--- config.mk ---
export PLATFORM = sky130hd
export DESIGN_NAME = game_flow_ctrl
export DESIGN_NICKNAME = d
export VERILOG_FILES = /design/src/rtl/pong_pkg.sv /design/src/rtl/frame_delay_cnt.sv /design/src/rtl/game_flow_ctrl.sv
export SDC_FILE = /design/constraint.sdc
export NUM_CORES = 1
export LEC_CHECK = 0
export ABC_AREA = 1
export CAP_MARGIN = 20
export CORE_UTILIZATION = 54
export DETAILED_ROUTE_END_ITERATION = 12
export PLACE_DENSITY = 0.78
export SYNTH_ARGS = -nofsm -noshare
export SYNTH_HDL_FRONTEND = slang
export SYNTH_SLANG_ARGS = --single-unit
--- constraint.sdc ---
create_clock -name frame_clk -period 2.4 [get_ports frame_clk]
set_input_delay 0.48 -clock frame_clk [delete_from_list [all_inputs] [get_ports frame_clk]]
set_output_delay 0.48 -clock frame_clk [all_outputs]
set_load 0.1 [all_outputs]
--- src/rtl/pong_pkg.sv ---
// Shared types and constants for the pong game-flow slice.
// State codes double as the HUD/debug state_code values.
package pong_pkg;

    localparam int SCORE_W = 8;
    localparam int TOTAL_W = 16;

    localparam logic [2:0] CODE_IDLE      = 3'd0;
    localparam logic [2:0] CODE_SERVE     = 3'd1;
    localparam logic [2:0] CODE_PLAY      = 3'd2;
    localparam logic [2:0] CODE_LEVEL_UP  = 3'd3;
    localparam logic [2:0] CODE_GAME_OVER = 3'd4;

    typedef enum logic [2:0] {
        IDLE      = CODE_IDLE,
        SERVE     = CODE_SERVE,
        PLAY      = CODE_PLAY,
        LEVEL_UP  = CODE_LEVEL_UP,
        GAME_OVER = CODE_GAME_OVER
    } game_state_t;

    function automatic logic [TOTAL_W-1:0] sat_inc_total(input logic [TOTAL_W-1:0] v);
        return (v == {TOTAL_W{1'b1}}) ? v : v + TOTAL_W'(1);
    endfunction

endpackage

--- src/rtl/frame_delay_cnt.sv ---
// Loadable frame down-counter used for the SERVE and LEVEL_UP holds.
// Load wins over enable; counting stops at zero; o_zero is combinational from the count.
module frame_delay_cnt #(
    parameter int CNT_W = 8
) (
    input  logic             frame_clk,
    input  logic             level_rst,
    input  logic             i_load,
    input  logic [CNT_W-1:0] i_value,
    input  logic             i_en,
    output logic             o_zero
);

    logic [CNT_W-1:0] r_cnt;

    always_ff @(posedge frame_clk or posedge level_rst) begin
        if (level_rst) begin
            r_cnt <= '0;
        end else if (i_load) begin
            r_cnt <= i_value;
        end else if (i_en && (r_cnt != '0)) begin
            r_cnt <= r_cnt - CNT_W'(1);
        end
    end

    assign o_zero = (r_cnt == '0);

endmodule

--- src/rtl/game_flow_ctrl.sv ---
// Game-flow FSM behind the collision stage: lives, levels, score and serve/game-over sequencing.
// All outputs registered, 1 frame_clk latency; GAME_FLOW_EXTRA_LIFE_EN adds a hit-rally extra life.
module game_flow_ctrl
    import pong_pkg::*;
#(
    parameter int START_LIVES     = 3,
    parameter int LIVES_W         = 3,
    parameter int SCORE_PER_LEVEL = 5,
    parameter int MAX_LEVEL       = 4,
    parameter int SERVE_FRAMES    = 90,
    parameter int LEVEL_FRAMES    = 120,
    parameter int CNT_W           = 8
) (
    input  logic               frame_clk,
    input  logic               level_rst,
    input  logic               start_btn,
    input  logic               hit,
    input  logic               miss,
    input  logic [SCORE_W-1:0] score,
    output logic               pause,
    output logic [7:0]         lvl_num,
    output logic [LIVES_W-1:0] lives,
    output logic [TOTAL_W-1:0] total_score,
    output logic               serve,
    output logic               game_over,
    output logic [2:0]         state_code
);

    localparam logic [LIVES_W-1:0] START_LV  = LIVES_W'(START_LIVES);
    localparam logic [SCORE_W-1:0] SCORE_THR = SCORE_W'(SCORE_PER_LEVEL);
    localparam logic [7:0]         MAX_LVL   = 8'(MAX_LEVEL);
    localparam logic [CNT_W-1:0]   SERVE_LD  = CNT_W'(SERVE_FRAMES - 1);
    localparam logic [CNT_W-1:0]   LEVEL_LD  = CNT_W'(LEVEL_FRAMES - 1);

    game_state_t        r_state, w_next_state;
    logic               r_pause, r_serve, r_game_over;
    logic [7:0]         r_lvl, w_lvl_d;
    logic [LIVES_W-1:0] r_lives, w_lives_d;
    logic [TOTAL_W-1:0] r_total, w_total_d;
    logic               r_start_prev, r_miss_prev;
    logic [SCORE_W-1:0] r_score_prev;
    logic               w_start_rise, w_miss_rise, w_cnt_zero, w_cnt_en;
    logic               w_load;
    logic [CNT_W-1:0]   w_load_val;
    logic               w_serve_d, w_pause_d, w_game_over_d;

    assign w_start_rise = start_btn & ~r_start_prev;
    assign w_miss_rise  = miss & ~r_miss_prev;
    assign w_cnt_en     = (r_state == SERVE) || (r_state == LEVEL_UP);

    frame_delay_cnt #(.CNT_W(CNT_W)) u_delay (
        .frame_clk (frame_clk),
        .level_rst (level_rst),
        .i_load    (w_load),
        .i_value   (w_load_val),
        .i_en      (w_cnt_en),
        .o_zero    (w_cnt_zero)
    );

    always_ff @(posedge frame_clk or posedge level_rst) begin
        if (level_rst) r_state <= IDLE;
        else           r_state <= w_next_state;
    end

    // A miss outranks the level threshold when both land on the same frame.
    always_comb begin
        w_next_state = r_state;
        case (r_state)
            IDLE, GAME_OVER: if (w_start_rise) w_next_state = SERVE;
            SERVE:           if (w_cnt_zero)   w_next_state = PLAY;
            PLAY: begin
                if (w_miss_rise)
                    w_next_state = (r_lives == LIVES_W'(1)) ? GAME_OVER : SERVE;
                else if (score >= SCORE_THR)
                    w_next_state = LEVEL_UP;
            end
            LEVEL_UP:        if (w_cnt_zero)   w_next_state = SERVE;
            default:         w_next_state = IDLE;
        endcase
    end

`ifdef GAME_FLOW_EXTRA_LIFE_EN
    localparam logic [7:0] RALLY_LAST = 8'd19;
    logic       r_hit_prev;
    logic [7:0] r_rally, w_rally_d;
    logic       w_hit_rise;
    assign w_hit_rise = hit & ~r_hit_prev;

    always_ff @(posedge frame_clk or posedge level_rst) begin
        if (level_rst) begin
            r_hit_prev <= 1'b0;
            r_rally    <= '0;
        end else begin
            r_hit_prev <= hit;
            r_rally    <= w_rally_d;
        end
    end
`else
    logic w_unused_hit;
    assign w_unused_hit = hit;
`endif

    always_comb begin
        w_lives_d     = r_lives;
        w_lvl_d       = r_lvl;
        w_total_d     = r_total;
        w_load        = 1'b0;
        w_load_val    = SERVE_LD;
        w_serve_d     = (r_state == SERVE) && w_cnt_zero;
        w_pause_d     = (w_next_state != PLAY);
        w_game_over_d = (w_next_state == GAME_OVER);
        case (r_state)
            IDLE, GAME_OVER: begin
                if (w_start_rise) begin
                    w_lives_d = START_LV;
                    w_lvl_d   = 8'd1;
                    w_total_d = '0;
                    w_load    = 1'b1;
                end
            end
            PLAY: begin
                if (score == r_score_prev + SCORE_W'(1))
                    w_total_d = sat_inc_total(r_total);
                if (w_miss_rise) begin
                    w_lives_d = r_lives - LIVES_W'(1);
                    w_load    = (r_lives != LIVES_W'(1));
                end else if (score >= SCORE_THR) begin
                    w_load     = 1'b1;
                    w_load_val = LEVEL_LD;
                end
            end
            LEVEL_UP: begin
                if (w_cnt_zero) begin
                    w_lvl_d = (r_lvl >= MAX_LVL) ? MAX_LVL : r_lvl + 8'd1;
                    w_load  = 1'b1;
                end
            end
            default: ;
        endcase
`ifdef GAME_FLOW_EXTRA_LIFE_EN
        w_rally_d = r_rally;
        if ((r_state == PLAY) && w_hit_rise) begin
            if (r_rally == RALLY_LAST) begin
                w_rally_d = '0;
                if (!w_miss_rise && (r_lives != {LIVES_W{1'b1}}))
                    w_lives_d = r_lives + LIVES_W'(1);
            end else begin
                w_rally_d = r_rally + 8'd1;
            end
        end
        if ((w_next_state == SERVE) && (r_state != SERVE))
            w_rally_d = '0;
`endif
    end

    // score_prev is held at zero while paused so the first PLAY frame compares against 0.
    always_ff @(posedge frame_clk or posedge level_rst) begin
        if (level_rst) begin
            r_pause      <= 1'b1;
            r_lvl        <= 8'd1;
            r_lives      <= START_LV;
            r_total      <= '0;
            r_serve      <= 1'b0;
            r_game_over  <= 1'b0;
            r_start_prev <= 1'b0;
            r_miss_prev  <= 1'b0;
            r_score_prev <= '0;
        end else begin
            r_pause      <= w_pause_d;
            r_lvl        <= w_lvl_d;
            r_lives      <= w_lives_d;
            r_total      <= w_total_d;
            r_serve      <= w_serve_d;
            r_game_over  <= w_game_over_d;
            r_start_prev <= start_btn;
            r_miss_prev  <= miss;
            r_score_prev <= r_pause ? '0 : score;
        end
    end

    assign pause       = r_pause;
    assign lvl_num     = r_lvl;
    assign lives       = r_lives;
    assign total_score = r_total;
    assign serve       = r_serve;
    assign game_over   = r_game_over;
    assign state_code  = r_state;

endmodule

* Word level (Yosys, flattened, before mapping)
Cells that the tools add are included.
W data, S select, Z words.
** Storage, ports and cells
- Logic and storage cells :: 79
- Output and inout port bits :: 33
- Bits of input ports :: 13
- Register bits after elaboration :: 51
** Cells by class
- Reductions and logical operators :: 13
- Magnitude comparators :: 2
- Multiplexer cells :: 29
- $add $sub $neg :: 5
- Equal/unequal tests :: 15
- Bitwise logic cells :: 4
** Operator list (count)
- $mux W16 :: 3
- $mux W8 :: 6
- $pmux W16 S2 :: 1
- $mux W3 :: 8
- $mux W6 :: 3
- $add A16 B1 Y16 const B :: 1
- $add A8 B1 Y8 const B :: 2
- $eq A16 B16 Y1 const B :: 1
- $ge A8 B3 Y1 const B :: 2
- $pmux W8 S2 :: 1
- $pmux W3 S4 :: 1
- $ne A2 B2 Y1 const B :: 5
- $eq A8 B8 Y1 :: 1
- $logic_not A8 Y1 :: 1
- $reduce_bool A8 Y1 :: 1
- $sub A8 B1 Y8 const B :: 1
- $eq A3 B1 Y1 const B :: 2
- $eq A3 B2 Y1 const B :: 2
- $eq A3 B3 Y1 const B :: 2
- $pmux W3 S2 :: 1
- $reduce_and A3 Y1 :: 2
- $reduce_bool A2 Y1 :: 3
- $mux W1 :: 4
- $reduce_and A4 Y1 :: 1
- other kinds (10) :: 13

* Depth between registers and ports, before layout
- Depth in word-level cells :: 5
- Depth in mapped cells :: 13
- Mapped depth without buffers :: 12

* Hierarchy
From an unflattened synthesis, not the netlist that was laid out.
** Unflattened totals
- Cell total of the unflattened synthesis :: 443
- Area, all modules :: 3198.1 µm²
** By module, submodules not included
- game_flow_ctrl :: cells an instance 352, area each 2565.0 µm², seq. area each 1081.0 µm², times used 1
- frame_delay_cnt :: cells an instance 91, area each 633.1 µm², seq. area each 200.2 µm², times used 1

* Worst setup path after synthesis
No wires, ideal clock.
- Path type :: register -> register
- Start point :: reg r_total[0], in the netlist total_score[0]
- End point :: reg r_total[0], in the netlist total_score[0]
- Stages on the path, launching flop included :: 12
- Path buffers :: 1
- Period minus slack after synthesis :: 2.535 ns
- Setup time :: 0.121 ns
- Required time :: 2.279 ns
- Path slack :: -0.135 ns
- Data arrival time :: 2.414 ns
- Cells stage by stage :: dfrtp_1 > ha_1 > nand2_2 > nor2_4 > nand4_2 > nor2_2 > nand3_2 > nand3_4 > nand2_4 > buf_6 > nand2_1 > nand2_1
** On the way
- Cells in the longest elaborated chain, start to end :: 4
- Elaborated cells between the ends (all ways) :: 7
- Classes of those cells :: 1 x add/sub; 2 x eq/ne; 3 x mux; 1 x reduce/logical
** RTL lines
- start, declared :: RTL line game_flow_ctrl.sv:39 : logic [TOTAL_W-1:0] r_total, w_total_d;
- start signal, assigned :: RTL line game_flow_ctrl.sv:172 : r_total <= w_total_d;
- $add A16 B1 Y16 :: RTL line pong_pkg.sv:23 : return (v == {TOTAL_W{1'b1}}) ? v : v + TOTAL_W'(1);
- $mux W16 :: RTL line pong_pkg.sv:23
- $mux W16 :: RTL line game_flow_ctrl.sv:122 : if (score == r_score_prev + SCORE_W'(1))
- $pmux W16 S2 :: RTL line game_flow_ctrl.sv:112 : case (r_state)
Several ways; a longest one is shown, not always the timed one. The select of a mux whose other input is x is not followed.
A chain may end at the register's enable or synchronous reset.

* Final worst setup path
- Start point :: reg r_total[0], in the netlist total_score[0]
- End point :: reg r_total[11], in the netlist total_score[11]
Same word-level chain as after synthesis.

==> results.json <==
{
  "finalCritPeriodShare": 0.828,
  "cts_root_buffer": "clkbuf_8",
  "die_x_um": 76.0,
  "rsz0062_at_grt": "false",
  "area.growth.synth_to_final_pct": 18.1,
  "detail_route.wl_per_cell_um": 12.0,
  "cp_data_arrival_time_ns": 2.19,
  "status": "completed",
  "worstMarginPinSlew_ns": 0.441,
  "grt_first_pass_wirelength_um": 11000,
  "numPortBuffers": 44,
  "cpMaxStageDelayCell": "dfrtp_2",
  "die_h_um": 76.0,
  "slew_viol_final": 0,
  "clk_pin_slew_ns": 0.09,
  "fin_area_um2": 3490,
  "htreeDepth": 2,
  "critPathLaunch": "total_score[0]$_DFFE_PP0P_",
  "hold_class": "reg -> reg",
  "nNetsFinal": 466,
  "grt_max_degree": 23,
  "core_area_um2": 5200,
  "drv_cap": 0,
  "grt_pass1_vias": 2491,
  "postSynthCellCount": 396,
  "crit_path_frequent_cell": "nand2_1",
  "drc_errors": 0,
  "vias": 2625,
  "slowest_delay_ns": 0.41,
  "drive_gt1_frac": 0.163,
  "insertedDiodeCount": 0,
  "final_core_util": 0.671,
  "cp_max_fo": 17,
  "io_pins": 46,
  "antenna_found_initial": 0,
  "slew_headroom": 0.705,
  "required_ns": 2.60,
  "setup_tns_ns": 0,
  "hold_viol_final": 0,
  "row_count": 26,
  "drt-pass1-iter-count": 4,
  "placed_cells": 509,
  "clock_path_buffers": 2,
  "ir_drop_mv": 0.810,
  "cp_cell_sequence": "ha_1 > nand2_2 > nor2_4 > nand4_2 > nor2_2 > nand3_2 > nand3_4 > nand2_4 > nand2_1 > nand2_1",
  "fin_crit_ns": 1.99,
  "grt_overflow": 0,
  "cts_tree": "done",
  "setup_violations": 0,
  "ys_warn_count": 0,
  "cp-end-kind": "register",
  "power_density_nw_per_um2": 801,
  "ctsResizeCount": 0,
  "fin_cells": 517,
  "viasPerCell": 5.08,
  "crit_family": "simple AND/OR/NAND/NOR gates",
  "cts_inserted_buffers": 5,
  "clock_skew_ns": 0.00755,
  "post_dp_cell_area_um2": 3410,
  "dieArea_um2": 5780,
  "antenna_left": 0,
  "crit_type": "reg -> reg",
  "total_power_mw": 2.80,
  "ys_seq_area_frac": 0.433,
  "grt_use_total": 0.231,
  "synth_nets": 416,
  "drtIter0Drc": 115,
  "post_cts_buffers": 0,
  "routed_wl_um": 6190,
  "synthDistinctLibCells": 34,
  "power_leakage_nw": 1.80,
  "fmax_mhz": 504,
  "worst-path-buf-inv": 0,
  "clock_latency_ns": 0.30,
  "synth_area_per_cell_um2": 7.47,
  "place_congestion": 0.827,
  "cts_hold_buf": 0,
  "cts_sinks": 51,
  "synth-seq-cells": 51,
  "syn-cell-area_um2": 2960,
  "dp_hpwl_um": 4570,
  "initial_core_util": 0.568,
  "hold_start": "u_delay.r_cnt[1]$_DFFE_PP0P_",
  "start_kind": "register",
  "r2r_start": "total_score[0]$_DFFE_PP0P_"
}
-- kinds of logic after synthesis --
family	count (synthesis)	synth area share
buffers and inverters	66	0.0884
AO/OA/AOI/OAI	31	0.0618
XOR/XNOR	12	0.0355
adder cells (fa/ha/maj)	7	0.0296
AND/OR/NAND/NOR	229	0.352
flip-flops	51	0.433
-- path summary, 6_finish.rpt --
| kind | endpoint | depth (start not counted) | slack, ns |
|---|---|---|---|
| min reg2reg | u_delay.r_cnt[1]$_DFFE_PP0P_ | 2 | 0.48 |
| max | total_score[11]$_DFFE_PP0P_ | 10 | 0.41 |
| min in group asynchronous | serve$_DFF_PP0_ | 2 | 0.49 |
| max in group asynchronous | total_score[1]$_DFFE_PP0P_ | 3 | 1.30 |
| min | u_delay.r_cnt[1]$_DFFE_PP0P_ | 2 | 0.48 |
| max reg2reg | total_score[11]$_DFFE_PP0P_ | 10 | 0.41 |
-- sequential cells by signal (all words and copies together) (netlist names) --
name           flops
state_code         3
game_over          1
u_delay.r_cnt      8
r_start_prev       1
lvl_num            8
r_miss_prev        1
r_score_prev       8
total_score       16
serve              1
lives              3
pause              1
-- synthesized netlist by cell type, drive strengths merged --
library cell | number | area (um2)
nand3 | 41 | 233
nor3b | 1 | 7.51
nor3 | 9 | 45.0
inv | 60 | 225
xor2 | 5 | 43.8
o21a | 4 | 30.0
nor2 | 60 | 268
nand2 | 111 | 437
xnor2 | 7 | 61.3
nand4 | 5 | 37.5
clkbuf | 2 | 7.51
dfstp | 4 | 105
a21oi | 11 | 55.1
dfrtp | 47 | 1180
o211ai | 1 | 7.51
buf | 4 | 28.8
ha | 7 | 87.6
o21ai | 12 | 67.6
o22ai | 1 | 6.26
or2 | 1 | 6.26
o31ai | 1 | 7.51
o221ai | 1 | 8.76
nor4 | 1 | 6.26
-- worst register-to-register path, cell delays in order, from the launching register on --
cell and delay (ns):
dfrtp_2 0.41, ha_1 0.19, nand2_2 0.09, nor2_4 0.14, nand4_2 0.16, nor2_2 0.19, nand3_2 0.14, nand3_4 0.24
nand2_4 0.18, nand2_1 0.11, nand2_1 0.05
-- through the flow --
stage / hold WS [ns] / setup WS [ns]
2_1_floorplan: 0.449 / 0.0477
3_3_place_gp: 0.463 / 0.216
3_5_place_dp: 0.466 / 0.141
4_1_cts: 0.490 / 0.434
5_1_grt: 0.521 / 0.230
6_report: 0.482 / 0.414
-- power breakdown --
group | switching [mW] | leakage, nW | internal [mW]
registers | 0.133 | 0.670 | 1.01
logic | 0.843 | 1.09 | 0.322
clock network | 0.283 | 0.0412 | 0.204
total | 1.26 | 1.80 | 1.54
-- metal layers --
| metal | global-route usage | vias to the layer above | wire length [um] |
|---|---|---|---|
| li1 | - | 1339 | - |
| met1 | 0.301 | 1224 | 2980 |
| met2 | 0.395 | 60 | 2860 |
| met3 | 0.0443 | 2 | 324 |
| met4 | 0.0596 | 0 | 28 |
| met5 | 0 | - | 0 |
-- layout by cell type, fill, tap and decap left out, types with 2 or more instances in the layout --
cell	Yosys	layout
xor2_1	5	5
nand2_2	2	2
dfrtp_1	47	45
nand2_1	107	107
nand4_1	4	4
xnor2_1	7	7
inv_2	2	3
ha_1	7	7
nor2_1	53	53
clkdlybuf4s50_1	0	11
a21oi_1	11	11
dfrtp_2	0	2
o21ai_2	2	2
nand2_4	2	2
nor3_1	9	9
nand3_1	37	37
nor2_4	5	5
inv_1	58	57
dfstp_2	4	4
buf_4	1	38
clkbuf_8	0	5
o21ai_0	10	10
nor2_2	2	2
o21a_1	4	4
nand3_2	3	3
-- layout make-up --
type                       instances  area [um2]
clock buffer                       6        72.6
clock inverter                     2        12.5
fill                             442        1710
inverter                          60         225
multi-input combinational        279        1420
sequential                        51        1280
tap                               70        87.6
timing repair buffer              49         395
Note: power is estimated with default switching activity, not from simulation.
